## config.mk

```make
export PLATFORM = sky130hd
export DESIGN_NAME = uart_rx
export DESIGN_NICKNAME = d
export VERILOG_FILES = /design/src/rtl/uart_rx.sv
export SDC_FILE = /design/constraint.sdc
export NUM_CORES = 1
export LEC_CHECK = 0
export ABC_AREA = 1
export ABC_CLOCK_PERIOD_IN_PS = 1600
export BUFFER_PORTS_ARGS = -buffer_cell sky130_fd_sc_hd__buf_4
export CORE_ASPECT_RATIO = 1.2
export CORE_MARGIN = 3
export CORE_UTILIZATION = 52
export CTS_CLUSTER_DIAMETER = 30
export CTS_CLUSTER_SIZE = 12
export DETAILED_ROUTE_END_ITERATION = 8
export PLACE_DENSITY = 0.82
export SLEW_MARGIN = 15
export SYNTH_ARGS = -nofsm -noshare
export SYNTH_HDL_FRONTEND = slang
export SYNTH_SLANG_ARGS = --single-unit
```

## constraint.sdc

```tcl
create_clock -name clk -period 1.6 [get_ports clk]
set_input_delay 0.16 -clock clk [delete_from_list [all_inputs] [get_ports clk]]
set_output_delay 0.16 -clock clk [all_outputs]
set_load 0.05 [all_outputs]
```

## src/rtl/uart_rx.sv

```systemverilog
// 8N1 UART receiver with 2-flop input synchronizer and mid-bit sampling.
// Define UART_RX_PARITY_EN to add an even-parity bit before the stop bit.
module uart_rx #(
  parameter int clk_freq     = 50000000,
  parameter int baudrate     = 9600,
  parameter int tick_per_bit = clk_freq / baudrate
) (
  input  logic       clk,
  input  logic       rst_n,
  input  logic       data_in,
  output logic [7:0] data_out,
  output logic       busy,
  output logic       done,
  output logic       frame_err,
  output logic       parity_err
);

  localparam int CW = (tick_per_bit > 1) ? $clog2(tick_per_bit) : 1;
  localparam logic [CW-1:0] LAST = CW'(tick_per_bit - 1);
  localparam logic [CW-1:0] HALF = CW'(tick_per_bit / 2 - 1);

`ifdef UART_RX_PARITY_EN
  typedef enum logic [2:0] {IDLE, START, DATA, PARITY, STOP} state_t;
`else
  typedef enum logic [2:0] {IDLE, START, DATA, STOP} state_t;
`endif

  state_t        state;
  logic          sync1;
  logic          sync2;
  logic          prev;
  logic [CW-1:0] cnt;
  logic [2:0]    idx;
  logic [7:0]    sh;
  logic          perr;
  logic          rx;
  logic          fall;
  logic          tick;

  assign rx   = sync2;
  assign fall = prev & ~sync2;
  assign tick = (cnt == LAST);

  always_ff @(posedge clk or negedge rst_n) begin
    if (!rst_n) begin
      sync1 <= 1'b1;
      sync2 <= 1'b1;
      prev  <= 1'b1;
    end else begin
      sync1 <= data_in;
      sync2 <= sync1;
      prev  <= sync2;
    end
  end

`ifndef UART_RX_PARITY_EN
  assign parity_err = 1'b0;
  assign perr       = 1'b0;
`endif

  always_ff @(posedge clk or negedge rst_n) begin
    if (!rst_n) begin
      state     <= IDLE;
      cnt       <= '0;
      idx       <= '0;
      sh        <= '0;
      data_out  <= '0;
      busy      <= 1'b0;
      done      <= 1'b0;
      frame_err <= 1'b0;
`ifdef UART_RX_PARITY_EN
      perr       <= 1'b0;
      parity_err <= 1'b0;
`endif
    end else begin
      done      <= 1'b0;
      frame_err <= 1'b0;
`ifdef UART_RX_PARITY_EN
      parity_err <= 1'b0;
`endif
      unique case (state)
        IDLE: begin
          // busy from the previous frame covers its pulse cycle, then drops
          busy <= fall;
          cnt  <= '0;
          idx  <= '0;
`ifdef UART_RX_PARITY_EN
          perr <= 1'b0;
`endif
          if (fall) state <= START;
        end
        START: begin
          if (cnt == HALF) begin
            cnt <= '0;
            if (rx) begin
              state <= IDLE;
              busy  <= 1'b0;
            end else begin
              state <= DATA;
            end
          end else begin
            cnt <= cnt + 1'b1;
          end
        end
        DATA: begin
          if (tick) begin
            cnt <= '0;
            sh  <= {rx, sh[7:1]};
            idx <= idx + 1'b1;
            if (idx == 3'd7) begin
`ifdef UART_RX_PARITY_EN
              state <= PARITY;
`else
              state <= STOP;
`endif
            end
          end else begin
            cnt <= cnt + 1'b1;
          end
        end
`ifdef UART_RX_PARITY_EN
        PARITY: begin
          if (tick) begin
            cnt   <= '0;
            perr  <= rx ^ (^sh);
            state <= STOP;
          end else begin
            cnt <= cnt + 1'b1;
          end
        end
`endif
        STOP: begin
          if (tick) begin
            cnt   <= '0;
            state <= IDLE;
            if (perr) begin
`ifdef UART_RX_PARITY_EN
              parity_err <= 1'b1;
`endif
            end else if (rx) begin
              done     <= 1'b1;
              data_out <= sh;
            end else begin
              frame_err <= 1'b1;
            end
          end else begin
            cnt <= cnt + 1'b1;
          end
        end
        default: state <= IDLE;
      endcase
    end
  end

endmodule

```

==> reports/metrics.yaml <==
logic_synthesis:
  synth-main-ff-cell: "dfrtp_1"
  syn_nets: 215
  async_flop_share: 1.000
  yosysUniqueCellTypes: 25
  yosysTopAreaCell: "dfrtp_1"
  synth.yosys.warnings: 0
  synth_cells: 209
  synth_top_area_frac: 0.5007
  syn_avg_cell_area_um2: 8.848
  synth_edf_count: 0
  yosys-top-cells-area: "dfrtp_1 (50%), nand2_1 (11%), inv_1 (5.9%), dfstp_2 (4.3%), nor2_1 (3.5%)"
  synth-seq-cells: 40
  ys_seq_area_frac: 0.5433
  syn_area_um2: 1849
detailed_routing:
  vias: 1473
  drt-total-wl_um: 3554
  drc: 0
  wl_per_cell_um: 12.88
  vias_per_cell: 5.337
  drtPass1Iterations: 4
  ant_nets: 0
  dr.first_iter.drc_count: 77
power:
  combPwrFrac: 0.245
  switching_share: 0.3141
  p_seq_frac: 0.445
  p_clk_frac: 0.310
  internal-power_mw: 1.762
  peakVddDrop_mv: 0.7511
  leakagePower_nw: 1.088
  power_density_nw_per_um2: 1150
  p_switching_mw: 0.8071
final_layout:
  final_cell_mix: "nand2_1 (49), dfrtp_1 (37), inv_1 (27)"
  nets: 244
  syn_to_final_growth_pct: 20.77
  final_common_cell: "nand2_1"
  diodes: 0
  drive_gt1_frac: 0.2427
worst_hold_path:
  hp-class: "flip-flop to flip-flop"
placed_design:
  numPortBuffers: 13
  hpwl_um: 2385
  gp_congestion: 0.9036
timing:
  setup_violations: 0
  fin_crit_sh: 0.9443
  clock_skew_ns: 0.009080
  hold_ws_ns: 0.3573
  period_minus_slack_ns: 1.511
  fin_setup_tns_ns: 0
  drv_slew: 0
  hold_violations: 0
  timing.fmax_mhz: 661.8
floorplan:
  die_w_um: 60.44
  initial_utilization: 0.5492
  die-area_um2: 4311
  fp.coreArea_um2: 3367
  dieHeight_um: 71.33
  fp-row-count: 23
  num_io_pins: 15
job:
  max_cap_violations: 0
worst_setup_path:
  cp_max_fo: 8
  start_kind: "flip-flop"
  critPathRequiredTime_ns: 1.79
  cp-end-kind: "flip-flop"
  cp_data_arrival_time_ns: 1.70
  crit_type: "flip-flop to flip-flop"
cts:
  cts_buffers: 5
  cts.clk_slew.worst_paths_ns: 0.07
  clk_latency_ns: 0.29
  htreeDepth: 2
  cts_root_buf: "clkbuf_8"
  cts.sinks: 40
  cts_tree: "yes"
  cts_buffer_depth: 2
grt:
  antenna_found_initial: 0
  grt_pass1_wl_um: 6120
  first_global_vias: 1450
  gr-total-overflow: 0
  grt_usage: 0.1880
  grt_max_degree: 41
run_status:
  status: "complete, no violations"
## power by group through the flow
stage,Combinational (mW),Clock (mW),Sequential [mW]
2_1_floorplan,0.345,0,1.19
3_3_place_gp,0.569,0,1.15
3_5_place_dp,0.576,0,1.15
4_1_cts,0.593,0.820,1.13
5_1_grt,0.721,0.854,1.15
6_report,0.630,0.796,1.14
## cell usage after synthesis (2+ instances only)
master / instances
nand3_1: 11
nor3_1: 9
nor2_4: 2
nor2_2: 2
inv_1: 29
buf_6: 2
nand4_1: 6
dfstp_2: 3
dfrtp_1: 37
ha_1: 3
o21ai_2: 7
nand2_2: 2
a21oi_1: 6
o21ai_0: 11
nand2_1: 52
nor2_1: 17
a22o_1: 2
## metal layers
layer | vias to the layer above | wire length (um) | track usage
met5 | - | 0 | 0
met4 | 0 | 96 | 0.08675
met3 | 14 | 135 | 0.04324
met2 | 40 | 1886 | 0.3137
met1 | 691 | 1435 | 0.2265
li1 | 728 | - | -
## per-stage QoR
step	instance area (um^2)	power, mW	utilization	worst slack [ns]	instances
after CTS	2156	2.542	0.6403	0.03053	273
final	2233	2.569	0.6633	0.08905	276
after global placement	2028	1.718	0.6024	0.04707	263
after global routing	2233	2.729	0.6633	-0.01804	276
after floorplan	1849	1.531	-	0.08690	209
after detailed placement	2028	1.726	0.6024	0.0002834	263
## kinds of logic (layout without fill, tap and decap cells)
kind of cell | count (synthesis) | count (layout) | share of synthesized area
simple gates | 103 | 104 | 0.2557
flops | 40 | 40 | 0.5433
buf+inv | 33 | 62 | 0.07713
compound gates | 29 | 29 | 0.1015
fa+ha+maj | 3 | 3 | 0.02030
other cells | 1 | 1 | 0.002028
## path summary, 6_finish.rpt
kind / startpoint / endpoint / slack, ns / cells past startpoint
worst min register to register: sync1 / rx / 0.36 / 0
max in group asynchronous: rst_n / sync1 / 0.85 / 2
worst max-delay path: cnt[5] / data_out[7] / 0.09 / 8
worst min-delay path: sync1 / rx / 0.36 / 0
min in group asynchronous: rst_n / cnt[9] / 0.38 / 2
worst max register to register: cnt[5] / data_out[7] / 0.09 / 8
## state kept, by name, indices dropped and copies added (netlist names), 2 cells and up
register / count
idx: 3
state: 2
data_out: 8
cnt: 13
sh: 8
## worst max-delay path, stage by stage, from the launching register on
cell and delay (ns):
dfrtp_1 0.42, inv_1 0.10, nand2_1 0.09, nor2_4 0.15, nand3_4 0.15, nor2_4 0.23
nand2_4 0.14, nand2_2 0.08, nand2_1 0.05
## what timing repair did
action	4_1_cts	5_1_grt
endpoints found under the hold margin	38	0
buffers inserted	0	2
gates resized for setup	1	12
pin swaps	0	4
cloned	0	1
endpoints found under the setup margin	1	27
hold buffers	2	0
## layout make-up
class | instances | area [um^2]
fill | 281 | 1134
sequential | 40 | 1005
multi-input combinational | 137 | 764.5
timing repair buffer | 24 | 197.7
inverter | 30 | 112.6
clock buffer | 6 | 72.57
tap | 37 | 46.29
clock inverter | 2 | 35.03
Note: power is estimated with default switching activity, not from simulation.
